$ cat config.mk
export PLATFORM = sky130hd
export DESIGN_NAME = demux1to4_tdm
export DESIGN_NICKNAME = d
export VERILOG_FILES = /design/src/rtl/demux1to4_tdm.sv
export SDC_FILE = /design/constraint.sdc
export NUM_CORES = 1
export LEC_CHECK = 0
export ABC_AREA = 0
export CAP_MARGIN = 40
export CORE_MARGIN = 4
export CORE_UTILIZATION = 46
export DETAILED_ROUTE_END_ITERATION = 6
export GPL_TIMING_DRIVEN = 0
export PLACE_DENSITY = 0.75
export SLEW_MARGIN = 20
export SYNTH_ARGS = -nofsm -noshare
export SYNTH_HDL_FRONTEND = slang
export SYNTH_SLANG_ARGS = --single-unit
$ cat constraint.sdc
create_clock -name clk -period 1.7 [get_ports clk]
set_input_delay 0.17 -clock clk [delete_from_list [all_inputs] [get_ports clk]]
set_output_delay 0.17 -clock clk [all_outputs]
set_load 0.02 [all_outputs]
$ cat src/rtl/demux1to4_tdm.sv
// Time-division 1-to-4 demultiplexer: collects 4-slot serial frames (slot 0 marked
// by in_sof) and publishes all four lanes together once per complete frame.
module demux1to4_tdm #(
  parameter int WIDTH = 1,
  parameter int ERR_W = 4
) (
  input  logic             clk,
  input  logic             rst,
  input  logic [WIDTH-1:0] in_data,
  input  logic             in_valid,
  input  logic             in_sof,
  output logic [WIDTH-1:0] out0,
  output logic [WIDTH-1:0] out1,
  output logic [WIDTH-1:0] out2,
  output logic [WIDTH-1:0] out3,
  output logic             frame_valid,
  output logic             frame_err,
  output logic [ERR_W-1:0] err_cnt,
  output logic [1:0]       slot
);

  typedef enum logic {IDLE, COLLECT} state_t;

  state_t           state;
  logic [WIDTH-1:0] shadow0;
  logic [WIDTH-1:0] shadow1;
  logic [WIDTH-1:0] shadow2;

  // Slot 3 is never shadowed: it goes straight to out3 on the publishing edge.
  always_ff @(posedge clk or posedge rst) begin
    if (rst) begin
      state       <= IDLE;
      slot        <= 2'd0;
      shadow0     <= '0;
      shadow1     <= '0;
      shadow2     <= '0;
      out0        <= '0;
      out1        <= '0;
      out2        <= '0;
      out3        <= '0;
      frame_valid <= 1'b0;
      frame_err   <= 1'b0;
      err_cnt     <= '0;
    end else begin
      frame_valid <= 1'b0;
      frame_err   <= 1'b0;
      if (in_valid) begin
        case (state)
          IDLE: begin
            if (in_sof) begin
              shadow0 <= in_data;
              slot    <= 2'd1;
              state   <= COLLECT;
            end
          end
          COLLECT: begin
            if (in_sof) begin
              // Premature SOF restarts the frame with this sample as slot 0.
              frame_err <= 1'b1;
              if (err_cnt != {ERR_W{1'b1}}) begin
                err_cnt <= err_cnt + 1'b1;
              end
              shadow0 <= in_data;
              slot    <= 2'd1;
            end else if (slot == 2'd3) begin
              out0        <= shadow0;
              out1        <= shadow1;
              out2        <= shadow2;
              out3        <= in_data;
              frame_valid <= 1'b1;
              slot        <= 2'd0;
              state       <= IDLE;
            end else begin
              if (slot == 2'd1) begin
                shadow1 <= in_data;
              end else begin
                shadow2 <= in_data;
              end
              slot <= slot + 2'd1;
            end
          end
          default: begin
            state <= IDLE;
            slot  <= 2'd0;
          end
        endcase
      end
    end
  end

endmodule

Word level (Yosys, flattened, before mapping):

Cells that the tools add are included.

* bits in registers: 16
* input port bits: 5
* latch bits: 0
* memories kept: 0
* output and inout bits: 12
* RAM bits: 0
* memory bits (read-only): 0
* logic and storage cells: 43

* $lt $le $gt $ge: 0
* multipliers: 0
* add/subtract/negate cells: 2
* reduce and logical (&&, ||, !) cells: 6
* equality and inequality tests: 4
* bitwise gates (word level): 4
* shifts and indexed selects: 0
* muxes and demuxes: 15
* div/mod/pow operators: 0

Operators by type and width (number)
* two-way mux 1 bit: 10
* AND reduction 5 bit: 2
* AND reduction 4 bit: 2
* two-way mux 2 bit: 3
* adder 4 x 1 -> 4 bit (second input constant): 1
* != test 4 bit (second input constant): 1
* NOT 1 bit: 4
* one-hot mux 2 bit (2 select lines): 1
* AND reduction 2 bit: 2
* adder 2 x 1 -> 2 bit (second input constant): 1
* == test 2 x 1 -> 1 bit (second input constant): 1
* == test 2 bit (second input constant): 1
* != test 2 bit (second input constant): 1
* one-hot mux 1 bit (2 select lines): 1

Logic depth before layout (Yosys ltp):

* depth after elaboration: 5
* depth in mapped cells: 4
* mapped depth without buffers: 4

Least setup slack after synthesis:

Ideal clock, no wire load.

* kind: register to register
* start point: register slot[0]
* end point: register shadow1
* arrival: 1.400 ns
* stages on the path, launching flop included: 4
* setup time: 0.125 ns
* setup slack: 0.175 ns
* cell sequence: dfrtp_1 > ha_1 > nor4b_1 > mux2_2

* longest elaborated chain between the ends: 3

Ends and longest elaborated chain
* start, declared: line 19 `output logic [1:0] slot`
* start signal, assigned: line 79 `slot <= slot + 2'd1;`
* == test 2 bit: line 65 `end else if (slot == 2'd3) begin`
* NOT 1 bit (no source line)
* AND reduction 5 bit (no source line) (*)
* end signal, assigned: line 75 `shadow1 <= in_data;`
* end, declared: line 26 `logic [WIDTH-1:0] shadow1;`

Mark *: on every way between the ends. The rest lies on a longest branch, timed or not.
A chain may end at the register's enable or synchronous reset.

Worst setup path after layout:

Ends and elaborated chain as after synthesis.

==> results.py <==
metrics = {
    "pwr": {
        "p_per_area_mw_per_mm2": 1790,
        "p_leak_nw": 0.421,
        "total_power_w": 0.00166,
        "vdd_drop_max_uv": 914,
    },
    "global_routing": {
        "grt_util_met3_pct": 3.83,
        "antenna_found_initial": 0,
        "met2_usage_pct": 20.1,
        "met1_usage_pct": 16.7,
        "grt.overflow.total": 0,
        "track_usage_pct": 13.3,
        "top_usage_layer": "met2",
        "grt_pass1_vias": 466,
        "grt_max_degree": 17,
        "grt_pass1_wl_um": 1990,
    },
    "sta": {
        "rsz0062_at_grt": "no",
        "fin_crit_ns": 1.56,
        "setup_viol": 0,
        "worst_pin_slew_ns": 0.570,
        "fin_crit_sh_pct": 92.0,
        "max_freq_mhz": 639,
        "hold_viol": 0,
        "drv_slew": 0,
        "fin_tns_setup_ns": 0,
        "slew_headroom_pct": 61.9,
        "finClkSkew_ns": 0.00209,
    },
    "final_layout": {
        "layout-drive-gt1-share_pct": 21.6,
        "largest_register_ff_count": 4,
        "final_util_pct": 67.6,
        "final_nets": 83,
        "top_regs": "err_cnt x4, slot x2",
        "finalInstanceArea_um2": 923,
        "area_growth_syn_to_layout_pct": 30.4,
        "antennaDiodeCount": 0,
        "fillers": 120,
        "top_register": "err_cnt",
    },
    "detailed_routing": {
        "dr.pass1.iters": 2,
        "drt-vias-per-instance": 5.44,
        "ant_nets": 0,
        "first_iter_violations": 5,
        "wire_per_inst_um": 13.9,
        "routed_wl_um": 1240,
        "vias": 484,
        "route.detailed.drc": 0,
    },
    "clocking": {
        "cts-root-buf": "clkbuf_4",
        "cts_tree": "built",
        "cts_setup_buffers": 0,
        "cts_buffers": 3,
        "postCtsHoldBufs": 0,
        "htreeDepth": 1,
        "cts_resized": 0,
        "cts_num_sinks": 16,
        "insertion_delay_ns": 0.28,
        "clockBufferDepth": 2,
        "clkTransAtPathRegs_ns": 0.09,
    },
    "floorplan": {
        "die_y_um": 47.2,
        "core_area_mm2": 0.00137,
        "ioPinCount": 17,
        "start_util_pct": 51.8,
        "rows": 13,
        "fp.dieArea_mm2": 0.00223,
        "die_x_um": 47.2,
    },
    "job": {
        "maxCapViolCount": 0,
    },
    "setup_path": {
        "cp_data_arrival_time_ns": 1.74,
        "crit_fanout": 5,
        "r2r-end": "shadow1",
        "critPathKind": "flop to flop",
        "required_ns": 1.87,
        "r2r_setup_slack_ns": 0.14,
        "rr_startpoint": "slot[0]",
        "rr_worst_depth": 3,
        "endpoint_kind": "flop",
        "startpoint_type": "flop",
    },
    "logic_synthesis": {
        "syn_area_um2": 708,
        "synth_area_leaders": "dfrtp_1 57%, mux2_2 11%, ha_1 5.3%, nand2_1 2.7%, mux2_4 2.1%",
        "ys.flop_type": "dfrtp_1",
        "synth-seq-cells": 16,
        "yosysSeqAreaShare_pct": 56.5,
        "synth_cells": 54,
        "synth_top_area_share_pct": 56.5,
        "synth_area_leader_cell": "dfrtp_1",
        "syn-num-nets": 62,
        "yosysMostFrequentCell": "dfrtp_1",
        "synth_common_cells": "16 x dfrtp_1, 7 x mux2_2, 5 x nand2_1, 3 x ha_1, 3 x inv_1",
        "syn_area_per_cell_um2": 13.1,
        "postSynth.asyncResetShare_pct": 100,
        "yosys_warnings": 0,
        "synth_edf_count": 0,
        "synth.distinct_cells": 25,
    },
    "placement": {
        "hpwl_um": 957,
        "io_buffers": 16,
        "dpl_cell_area_um2": 887,
        "gp_congestion": 0.721,
    },
    "outcome": {
        "outcome": "complete, no violations",
    },
    "worst_hold_path": {
        "worst_hold_path_type": "primary input to asynchronous set/reset pin",
    },
}
## cells in the final DEF, fill, tap and decap left out, drive strengths merged, types with 3 or more instances in the layout
cell           Yosys  routed
nand2              6       6
inv                3       3
ha                 3       3
clkdlybuf4s50      0      16
dfrtp             16      16
clkbuf             0       4
mux2               9       9
## through the flow
step | hold slack, ns | std cells | worst slack [ns]
after detailed placement | 0.499 | 85 | -0.0557
after CTS | 0.268 | 89 | 0.0971
after floorplan | 0.0837 | 54 | 0.175
after global routing | 0.298 | 89 | 0.0160
after global placement | 0.489 | 85 | -0.0189
final | 0.236 | 89 | 0.136
## layer usage
layer / share of wire, % / wire length, um
met4: 1.6 / 20
met3: 5.4 / 67
met2: 47 / 583
met1: 46 / 570
met5: 0 / 0
## logic make-up after synthesis
| group | Yosys count | synth area share [%] |
|---|---|---|
| multiplexers | 9 | 14.8 |
| AO/OA/AOI/OAI | 6 | 5.83 |
| AND/OR/NAND/NOR | 15 | 13.1 |
| XOR/XNOR | 1 | 1.24 |
| flip-flops | 16 | 56.5 |
| adder cells (fa/ha/maj) | 3 | 5.30 |
| buffers and inverters | 4 | 3.18 |
## area by class of cell
class                   count  area (um2)  share of cell area [%]
flip-flops and latches     16         400                    43.4
multi-input cells          34         285                    30.9
repair buffers             16         160                    17.3
clock buffers               4        36.3                    3.93
well taps                  15        18.8                    2.03
plain buffers               1        11.3                    1.22
inverters                   3        11.3                    1.22
## power breakdown
part,total (W),switching [W],internal [W]
Sequential,0.000669,0.000136,0.000533
Combinational,0.000737,0.000336,0.000401
Clock,0.000249,0.000119,0.000130
Total,0.00166,0.000591,0.00106
## worst max-delay path, stage by stage (launching register included)
cell	delay, ns
dfrtp_1	0.44
ha_1	0.28
nor4b_1	0.35
mux2_2	0.38
## how the worst max path moves through the flow
stage / startpoint / endpoint / cells past startpoint
after global routing: slot[0] / shadow1 / 3
after CTS: slot[0] / shadow1 / 3
after detailed placement: in_valid / shadow1 / 4
after floorplan: slot[0] / shadow1 / 3
final: slot[0] / shadow1 / 3
after global placement: in_valid / shadow1 / 4
Note: power is estimated with default switching activity, not from simulation.
